==> src/rtl/serial_sub_pkg.sv <==
// Shared types and defaults for the bit-serial subtractor.
package serial_sub_pkg;

  typedef enum logic [1:0] {
    IDLE,
    SHIFT,
    DONE
  } state_t;

  localparam int DEFAULT_WIDTH = 8;

endpackage

==> src/rtl/serial_sub_hs.sv <==
// Half subtractor: one bit of x - y with its borrow.
module hs (
  input  logic x,
  input  logic y,
  output logic d,
  output logic bo
);

  assign d  = x ^ y;
  assign bo = ~x & y;

endmodule

==> src/rtl/serial_sub.sv <==
// Bit-serial unsigned subtractor (a - b), LSB first, one bit per clock.
// Optional macro SERIAL_SUB_SAT_EN clamps diff to zero on underflow.
module serial_sub
  import serial_sub_pkg::*;
#(
  parameter int WIDTH = DEFAULT_WIDTH
) (
  input  logic             clk,
  input  logic             rst_n,
  input  logic             start,
  input  logic [WIDTH-1:0] a,
  input  logic [WIDTH-1:0] b,
  output logic             busy,
  output logic             done,
  output logic [WIDTH-1:0] diff,
  output logic             borrow_out
);

  localparam int CNT_W = $clog2(WIDTH);
  localparam logic [CNT_W-1:0] LAST = CNT_W'(WIDTH - 1);

  state_t           state_q, state_d;
  logic [WIDTH-1:0] a_sr, b_sr;
  logic [CNT_W-1:0] cnt;
  logic             bw;
  logic             d1, bo1, d_bit, bo2, bw_next, last_bit;

  // Full subtractor built from two half subtractors.
  hs u_hs_ab (.x(a_sr[0]), .y(b_sr[0]), .d(d1),    .bo(bo1));
  hs u_hs_bw (.x(d1),      .y(bw),      .d(d_bit), .bo(bo2));

  assign bw_next  = bo1 | bo2;
  assign last_bit = (cnt == LAST);

  always_ff @(posedge clk or negedge rst_n) begin
    if (!rst_n) state_q <= IDLE;
    else        state_q <= state_d;
  end

  always_comb begin
    state_d = state_q;
    busy    = 1'b0;
    done    = 1'b0;
    case (state_q)
      IDLE: begin
        if (start) state_d = SHIFT;
      end
      SHIFT: begin
        busy = 1'b1;
        if (last_bit) state_d = DONE;
      end
      DONE: begin
        busy    = 1'b1;
        done    = 1'b1;
        state_d = IDLE;
      end
      default: state_d = IDLE;
    endcase
  end

  // Result bits enter at the MSB so bit 0 lands at diff[0] after WIDTH shifts.
  always_ff @(posedge clk or negedge rst_n) begin
    if (!rst_n) begin
      a_sr       <= '0;
      b_sr       <= '0;
      cnt        <= '0;
      bw         <= 1'b0;
      diff       <= '0;
      borrow_out <= 1'b0;
    end else begin
      case (state_q)
        IDLE: begin
          if (start) begin
            a_sr <= a;
            b_sr <= b;
            bw   <= 1'b0;
            cnt  <= '0;
          end
        end
        SHIFT: begin
          a_sr <= a_sr >> 1;
          b_sr <= b_sr >> 1;
          bw   <= bw_next;
          cnt  <= cnt + CNT_W'(1);
          diff <= {d_bit, diff[WIDTH-1:1]};
          if (last_bit) begin
            borrow_out <= bw_next;
`ifdef SERIAL_SUB_SAT_EN
            if (bw_next) diff <= '0;
`endif
          end
        end
        default: ;
      endcase
    end
  end

endmodule

==> config.mk <==
export PLATFORM = sky130hd
export DESIGN_NAME = serial_sub
export DESIGN_NICKNAME = d
export VERILOG_FILES = /design/src/rtl/serial_sub_pkg.sv /design/src/rtl/serial_sub_hs.sv /design/src/rtl/serial_sub.sv
export SDC_FILE = /design/constraint.sdc
export NUM_CORES = 1
export LEC_CHECK = 0
export CORE_ASPECT_RATIO = 1.4
export CORE_MARGIN = 1.5
export CORE_UTILIZATION = 55
export DETAILED_ROUTE_END_ITERATION = 8
export PLACE_DENSITY = 0.84
export SLEW_MARGIN = 20
export SYNTH_ARGS = -nofsm -noshare
export SYNTH_HDL_FRONTEND = slang
export SYNTH_SLANG_ARGS = --single-unit
==> constraint.sdc <==
create_clock -name clk -period 2.5 [get_ports clk]
set_input_delay 0.5 -clock clk [delete_from_list [all_inputs] [get_ports clk]]
set_output_delay 0.5 -clock clk [all_outputs]
set_load 0.1 [all_outputs]
==> flow_metrics.tcl, run 1 <==
set metrics [dict create \
    run_status "completed" \
    critPathCaptureType "output port" \
    finalClockSkew_ns 0.0102 \
    cts_tree "yes" \
    syn_inst 138 \
    fmax_mhz 532 \
    async_reset_ff_frac 1.00 \
    dieHeight_um 66.0 \
    fillers 194 \
    crit_type "reg2out" \
    synth.distinct_cells 27 \
    portBuffers 29 \
    routedWlPerCell_um 15.2 \
    grt_overflow_total 0 \
    hold_path_class "reg2reg" \
    grt_max_degree 32 \
    grt_pass1_vias 1122 \
    dp.cells 198 \
    synth-edff-count 0 \
    yosysSeqAreaShare 0.498 \
    tightest_slew_ns 0.591 \
    syn-num-nets 163 \
    syn_area_um2 1560 \
    mostFrequentLayoutCells "dfrtp_1, clkdlybuf4s50_1, inv_1, buf_4, nor2_1" \
    ctsHoldBuffers 0 \
    htree_levels 2 \
    clock_sinks 31 \
    rrSetupSlack_ns 0.73 \
    cts_buffer_depth 2 \
    drtPass1Iterations 4 \
    drt-initial-drc-count 30 \
    hpwl_mm 2.17 \
    gp_congestion 0.795 \
    synth_seq_cells 31 \
    avgSynthCellArea_um2 11.3 \
    yosys_most_used_dff "dfrtp_1" \
    period_needed_ns 1.88 \
    yosysWarnings 0 \
    antenna_found_initial 0 \
    cts_root_buf "clkbuf_4" \
    cts_buffers 5 \
    multi_input_area_um2 659 \
    start_kind "flip-flop" \
    grt_usage 0.235 \
    die_w_um 48.0 \
    cts_setup_buffers 0 \
    clk_pin_slew_ns 0.10 \
    finalCritPeriodShare 0.752 \
    cts_resized 0 \
    drive_above_1_share 0.259 \
    relSlewSlack 0.605 \
    regArea_um2 776 \
    coreArea_um2 2670 \
    initial_utilization 0.583 \
    setup_tns_ns 0 \
    fin_cells 206 \
    vias 1178 \
    finalSetupViolCount 0 \
    slew_violations 0 \
    die_area_um2 3170 \
    mostFrequentLayoutCell "dfrtp_1" \
    area_growth_pct 23.5 \
    ant_nets 0 \
    hold_viol 0 \
    critPathArrivalTime_ns 1.38 \
    vias_per_cell 5.72 \
    rsz0062_at_grt "no" \
    ios 30 \
    drv_cap 0 \
    drc 0 \
    required_ns 2.00 \
    clk_latency_ns 0.35 \
    wl_mm 3.14 \
    diodes 0 \
    crit_path_max_fanout 3 \
    nets 194 \
    grt_first_pass_wirelength_mm 5.11 \
    rows 22 \
]
==> synthesized netlist by cell type, types with 2 or more instances <==
| cell | count | area [um2] |
|---|---|---|
| o2bb2ai_1 | 2 | 17.5 |
| dfrtp_1 | 31 | 776 |
| nand3_1 | 2 | 10.0 |
| a21oi_1 | 4 | 20.0 |
| nand2_1 | 6 | 22.5 |
| o221a_2 | 3 | 33.8 |
| mux2_2 | 8 | 90.1 |
| buf_4 | 3 | 22.5 |
| inv_1 | 17 | 63.8 |
| nand3b_1 | 2 | 15.0 |
| o21ai_0 | 6 | 30.0 |
| a221oi_2 | 8 | 120 |
| a221oi_1 | 3 | 26.3 |
| o22ai_1 | 10 | 62.6 |
| nor2_1 | 11 | 41.3 |
| buf_2 | 5 | 25.0 |
| ha_1 | 5 | 62.6 |
| a22o_1 | 2 | 17.5 |
| o22a_1 | 2 | 17.5 |
==> cell families (layout without fill, tap and decap cells) <==
kind of cell / count (synthesis) / after routing / synth area share
AOI/OAI and AO/OA: 40 / 40 / 0.222
adders and majority gates: 6 / 6 / 0.0530
buffers and inverters: 26 / 58 / 0.0787
DFF: 31 / 31 / 0.498
muxes: 9 / 9 / 0.0643
and+or+nand+nor: 26 / 26 / 0.0843
==> metrics by stage <==
step | area, um2 | utilization | worst slack [ns] | hold slack, ns
global placement | 1840 | 0.688 | 0.544 | 0.462
global route | 1920 | 0.720 | 0.602 | 0.541
floorplan | 1560 | - | 0.760 | 0.204
detailed placement | 1840 | 0.688 | 0.466 | 0.475
CTS | 1920 | 0.720 | 0.630 | 0.497
finish | 1920 | 0.720 | 0.619 | 0.491
==> flip-flops by register name, summed over array words and instances (netlist names) <==
| name | flops |
|---|---|
| cnt | 3 |
| bw | 1 |
| borrow_out | 1 |
| b_sr | 8 |
| state_q | 2 |
| diff | 8 |
| a_sr | 8 |
==> critical path, cell delays in order (launching register included) <==
cell and delay, ns:
dfrtp_1 0.40, inv_1 0.08, ha_1 0.28, buf_4 0.28
==> layer usage <==
layer	global-route usage	share of wire	vias to the layer above	wire, um
li1	-	-	559	-
met3	0.0656	0.041	5	129
met4	0.101	0.020	0	64
met5	0	0	-	0
met1	0.279	0.40	582	1270
met2	0.380	0.53	32	1670
==> cell type report <==
cell class / instances / share of cell area
multi-input combinational: 81 / 0.343
timing repair buffer: 33 / 0.152
tap: 36 / 0.0234
clock buffer: 6 / 0.0267
inverter: 17 / 0.0332
clock inverter: 2 / 0.0182
sequential: 31 / 0.403
==> path summary, 6_finish.rpt <==
path / endpoint / from / depth (start not counted)
setup / recovery: busy / state_q[0]$_DFFE_PN0P_ / 3
hold / removal: borrow_out$_DFFE_PN0P_ / borrow_out$_DFFE_PN0P_ / 2
setup reg to reg: a_sr[3]$_DFFE_PN0P_ / state_q[0]$_DFFE_PN0P_ / 6
hold reg to reg: borrow_out$_DFFE_PN0P_ / borrow_out$_DFFE_PN0P_ / 2
max in group asynchronous: borrow_out$_DFFE_PN0P_ / rst_n / 2
min in group asynchronous: b_sr[4]$_DFFE_PN0P_ / rst_n / 2
Power of run 1 is not shown: default switching activity piles up to over one toggle a cycle in this logic, so the estimate is an artifact.
==> run 2, diff against run 1 <==
--- a/config.mk
+++ b/config.mk
@@ -7,9 +7,9 @@
 export LEC_CHECK = 0
 export CORE_ASPECT_RATIO = 1.4
 export CORE_MARGIN = 1.5
-export CORE_UTILIZATION = 55
+export CORE_UTILIZATION = 46
 export DETAILED_ROUTE_END_ITERATION = 8
-export PLACE_DENSITY = 0.84
+export PLACE_DENSITY = 0.75
 export SLEW_MARGIN = 20
 export SYNTH_ARGS = -nofsm -noshare
 export SYNTH_HDL_FRONTEND = slang
==> constraint.sdc (replaced) <==
create_clock -name clk -period 1.6 [get_ports clk]
set_input_delay 0.32 -clock clk [delete_from_list [all_inputs] [get_ports clk]]
set_output_delay 0.32 -clock clk [all_outputs]
set_load 0.1 [all_outputs]
==> run 2 against run 1 <==
Net effect: global-route usage down 1.6 points; routed wire length up 11%; design area up 12%; largest cell class unchanged; flip-flop and latch count did not move; register-to-register slack got worse by 0.61 ns; hold slack lost 0.061 ns; critical path type unchanged; clock skew fell by 0.0030 ns; final cell count is 4.4% higher.
==> flow_metrics.tcl, run 2 (same netlist as run 1, synthesis figures left out) <==
set metrics [dict create \
    run_status "completed" \
    fillers 249 \
    ant_nets 0 \
    nets 200 \
    htree_levels 2 \
    drc 0 \
    crit_path_max_fanout 3 \
    ctsHoldBuffers 0 \
    drv_cap 0 \
    critical_path.slowest_cell "dfrtp_1" \
    path_cells "inv_1 -> ha_4 -> buf_12" \
    clk_latency_ns 0.28 \
    slowest_delay_ns 0.39 \
    vias_per_cell 5.67 \
    hpwl_mm 2.63 \
    routedWlPerCell_um 16.2 \
    grt_first_pass_wirelength_mm 6.06 \
    regArea_um2 776 \
    grt_max_degree 32 \
    die_w_um 52.2 \
    cts_resized 2 \
    critPathBufInv 2 \
    finalCritPeriodShare 0.965 \
    mostFrequentLayoutCell "dfrtp_1" \
    diodes 0 \
    stdcell_area_um2 2150 \
    grt_overflow_total 0 \
    fmax_mhz 648 \
    area_growth_pct 38.2 \
    final_core_util 0.676 \
    rr_startpoint "state_q[0]$_DFFE_PN0P_" \
    critPathArrivalTime_ns 1.22 \
    clk_pin_slew_ns 0.06 \
    coreArea_um2 3180 \
    place_area_um2 2020 \
    fin_cells 215 \
    cts_root_buf "clkbuf_8" \
    portBuffers 29 \
    mostFrequentLayoutCells "dfrtp_1, clkdlybuf4s50_1, inv_1, nor2_1, buf_12" \
    finalClockSkew_ns 0.00720 \
    vias 1219 \
    critPathTopFamily "flip-flops" \
    dieHeight_um 71.9 \
    rows 24 \
    critPathCaptureType "output port" \
    cts_tree "yes" \
    top_regs "a_sr x8, b_sr x8, diff x8" \
    dp.cells 207 \
    clock_sinks 31 \
    rsz0062_at_grt "yes" \
    period_needed_ns 1.54 \
    setup_tns_ns 0 \
    tightest_slew_ns 0.503 \
    required_ns 1.28 \
    antenna_found_initial 0 \
    drt-initial-drc-count 25 \
    hold_viol 0 \
    rrSetupSlack_ns 0.12 \
    multi_input_area_um2 689 \
    relSlewSlack 0.655 \
    timing.rr.end "cnt[2]$_DFFE_PN0P_" \
    grt_pass1_vias 1350 \
    cts_buffer_depth 2 \
    cts_setup_buffers 0 \
    wl_mm 3.48 \
    gp_congestion 0.820 \
    crit_type "reg2out" \
    drive_above_1_share 0.307 \
    hold_path_class "in2async" \
    crit_start "state_q[1]$_DFFE_PN0P_" \
    finalSetupViolCount 0 \
    grt_usage 0.219 \
    cts_buffers 5 \
    ios 30 \
    slew_violations 0 \
    start_kind "flip-flop" \
    die_area_um2 3750 \
    reg2regPathDepth 4 \
    initial_utilization 0.489 \
    drtPass1Iterations 4 \
]
-- run 2: final cells by class --
| cell class | instances | share of cell area |
|---|---|---|
| inverters | 17 | 0.0296 |
| flip-flops and latches | 31 | 0.360 |
| repair buffers | 39 | 0.221 |
| multi-input cells | 81 | 0.320 |
| clock buffers | 8 | 0.0465 |
| well taps | 39 | 0.0227 |
-- run 2: routing by layer --
metal,global-route usage,share of wire,vias up
met5,0,0,-
met3,0.0583,0.050,5
met1,0.240,0.39,603
li1,-,-,571
met2,0.398,0.55,40
met4,0.0741,0.011,0
-- run 2: stage by stage --
stage / worst slack (ns) / hold slack, ns
2_1_floorplan: 0.0404 / 0.0244
3_3_place_gp: -0.0267 / 0.467
3_5_place_dp: -0.123 / 0.498
4_1_cts: -0.00475 / 0.441
5_1_grt: -0.0142 / 0.475
6_report: 0.0562 / 0.429
-- run 2: worst max path at each step --
stage	to	slack (ns)	cells after the start
2_1_floorplan	busy	0.04	2
3_3_place_gp	cnt[1]$_DFFE_PN0P_	-0.03	4
3_5_place_dp	b_sr[2]$_DFFE_PN0P_	-0.12	4
4_1_cts	b_sr[2]$_DFFE_PN0P_	-0.005	5
5_1_grt	cnt[0]$_DFFE_PN0P_	-0.01	5
6_report	busy	0.06	3
Power of run 2 is left out for the same reason.
==> run 3, diff against run 2 <==
--- a/config.mk
+++ b/config.mk
@@ -5,11 +5,12 @@
 export SDC_FILE = /design/constraint.sdc
 export NUM_CORES = 1
 export LEC_CHECK = 0
+export ABC_CLOCK_PERIOD_IN_PS = 1600
 export CORE_ASPECT_RATIO = 1.4
 export CORE_MARGIN = 1.5
 export CORE_UTILIZATION = 46
 export DETAILED_ROUTE_END_ITERATION = 8
-export PLACE_DENSITY = 0.75
+export PLACE_DENSITY = 0.86
 export SLEW_MARGIN = 20
 export SYNTH_ARGS = -nofsm -noshare
 export SYNTH_HDL_FRONTEND = slang
==> run 3 against run 2 <==
Net effect: setup slack worse by 0.0012 ns; critical path depth increased by 4; clock-buffer cell count shrank 1; first-iteration DRC count is 16% lower; register-to-register slack lost 0.06 ns; critical path type is now reg2reg; maximum frequency barely moved; clock skew fell by 0.0048 ns.
==> flow_metrics.tcl, run 3 (same netlist as run 1, synthesis figures left out) <==
set metrics [dict create \
    run_status "completed" \
    coreArea_um2 3180 \
    wl_met2_mm 2.03 \
    htree_levels 2 \
    grt_overflow_total 0 \
    top_regs "a_sr x8, b_sr x8, diff x8" \
    drv_cap 0 \
    vias 1264 \
    clk_latency_ns 0.29 \
    crit_path_max_fanout 7 \
    rrSetupSlack_ns 0.06 \
    maxUsedRoutingLayer "met4" \
    drc 0 \
    cts_buffers 5 \
    slew_violations 0 \
    cp_common_cell "buf_4" \
    fmax_mhz 647 \
    cts_root_buf "clkbuf_8" \
    required_ns 1.83 \
    wl_met3_um 177 \
    grt_max_degree 32 \
    stdcell_area_um2 2200 \
    antenna_found_initial 0 \
    setup_tns_ns 0 \
    met1_length_mm 1.29 \
    rr_startpoint "state_q[0]$_DFFE_PN0P_" \
    critPathCaptureType "flip-flop" \
    path_cells "inv_2 -> ha_4 -> buf_4 -> buf_4 -> and3b_1 -> o21ai_0 -> o221a_2" \
    finalClockSkew_ns 0.00238 \
    period_needed_ns 1.54 \
    rows 24 \
    clk_pin_slew_ns 0.06 \
    die_area_um2 3750 \
    diodes 0 \
    tightest_slew_ns 0.390 \
    ant_nets 0 \
    dieHeight_um 71.9 \
    cts_tree "yes" \
    portBuffers 29 \
    cts_buffer_depth 2 \
    finalSetupViolCount 0 \
    grt_pass1_vias 1311 \
    hpwl_mm 2.68 \
    drive_above_1_share 0.337 \
    slowest_delay_ns 0.41 \
    area_growth_pct 41.3 \
    reg2regPathDepth 7 \
    mostFrequentLayoutCell "dfrtp_1" \
    nets 208 \
    gp_congestion 0.879 \
    grt_first_pass_wirelength_mm 5.94 \
    critical_path.slowest_cell "dfrtp_1" \
    finalCritPeriodShare 0.966 \
    rsz0062_at_grt "no" \
    start_kind "flip-flop" \
    clock_sinks 31 \
    relSlewSlack 0.740 \
    routedWlPerCell_um 16.2 \
    hold_path_class "in2async" \
    fillers 256 \
    crit_type "reg2reg" \
    hold_viol 0 \
    die_w_um 52.2 \
    critPathArrivalTime_ns 1.77 \
    grt_usage 0.223 \
    initial_utilization 0.489 \
    drtPass1Iterations 4 \
    ios 30 \
    place_area_um2 2080 \
    vias_per_cell 5.67 \
    wl_mm 3.60 \
    mostFrequentLayoutCells "dfrtp_1, clkdlybuf4s50_1, buf_4, inv_1" \
    timing.rr.end "b_sr[0]$_DFFE_PN0P_" \
    drt-initial-drc-count 21 \
]
-- run 3: layout make-up --
cell class | instances | area, um2 | share of cell area
sequential | 31 | 776 | 0.352
multi-input combinational | 82 | 703 | 0.319
timing repair buffer | 46 | 528 | 0.240
inverter | 17 | 63.8 | 0.0290
clock buffer | 7 | 76.3 | 0.0347
clock inverter | 1 | 5.00 | 0.00227
tap | 39 | 48.8 | 0.0222
-- run 3: worst max-delay path: cells and delay by family (launching register included) --
family | cells | cell delay [ns]
simple gates | 1 | 0.17
buf+inv | 3 | 0.40
fa+ha+maj | 1 | 0.18
flops | 1 | 0.41
compound gates | 2 | 0.33
-- run 3: timing repair --
action / CTS / global route
cloned: 1 / 0
gates resized for setup: 3 / 5
setup buffers: 0 / 0
hold buffers: 0 / 0
setup endpoints to repair: 8 / 12
-- run 3: worst max-delay path by stage --
stage                           to              startpoint  slack [ns]
2_1_floorplan                 busy  state_q[0]$_DFFE_PN0P_        0.04
3_3_place_gp   b_sr[2]$_DFFE_PN0P_                   start      -0.004
3_5_place_dp   b_sr[2]$_DFFE_PN0P_                   start       -0.09
4_1_cts        b_sr[4]$_DFFE_PN0P_  state_q[0]$_DFFE_PN0P_       0.007
5_1_grt        diff[6]$_DFFE_PN0P_  state_q[1]$_DFFE_PN0P_      0.0005
6_report       b_sr[0]$_DFFE_PN0P_  state_q[0]$_DFFE_PN0P_        0.06
-- run 3: through the flow --
| stage | std cells | util | setup WS (ns) | hold slack, ns |
|---|---|---|---|---|
| global placement | 214 | 0.652 | -0.00388 | 0.475 |
| global route | 223 | 0.691 | 0.000476 | 0.464 |
| detailed placement | 214 | 0.652 | -0.0858 | 0.507 |
| floorplan | 138 | - | 0.0404 | 0.0244 |
| finish | 223 | 0.691 | 0.0550 | 0.429 |
| CTS | 223 | 0.682 | 0.00716 | 0.438 |
-- run 3: layer usage --
metal | vias to the layer above | track usage
met2 | 40 | 0.412
met5 | - | 0
li1 | 590 | -
met1 | 624 | 0.212
met4 | 0 | 0.117
met3 | 10 | 0.0667
Power of run 3 is left out for the same reason.
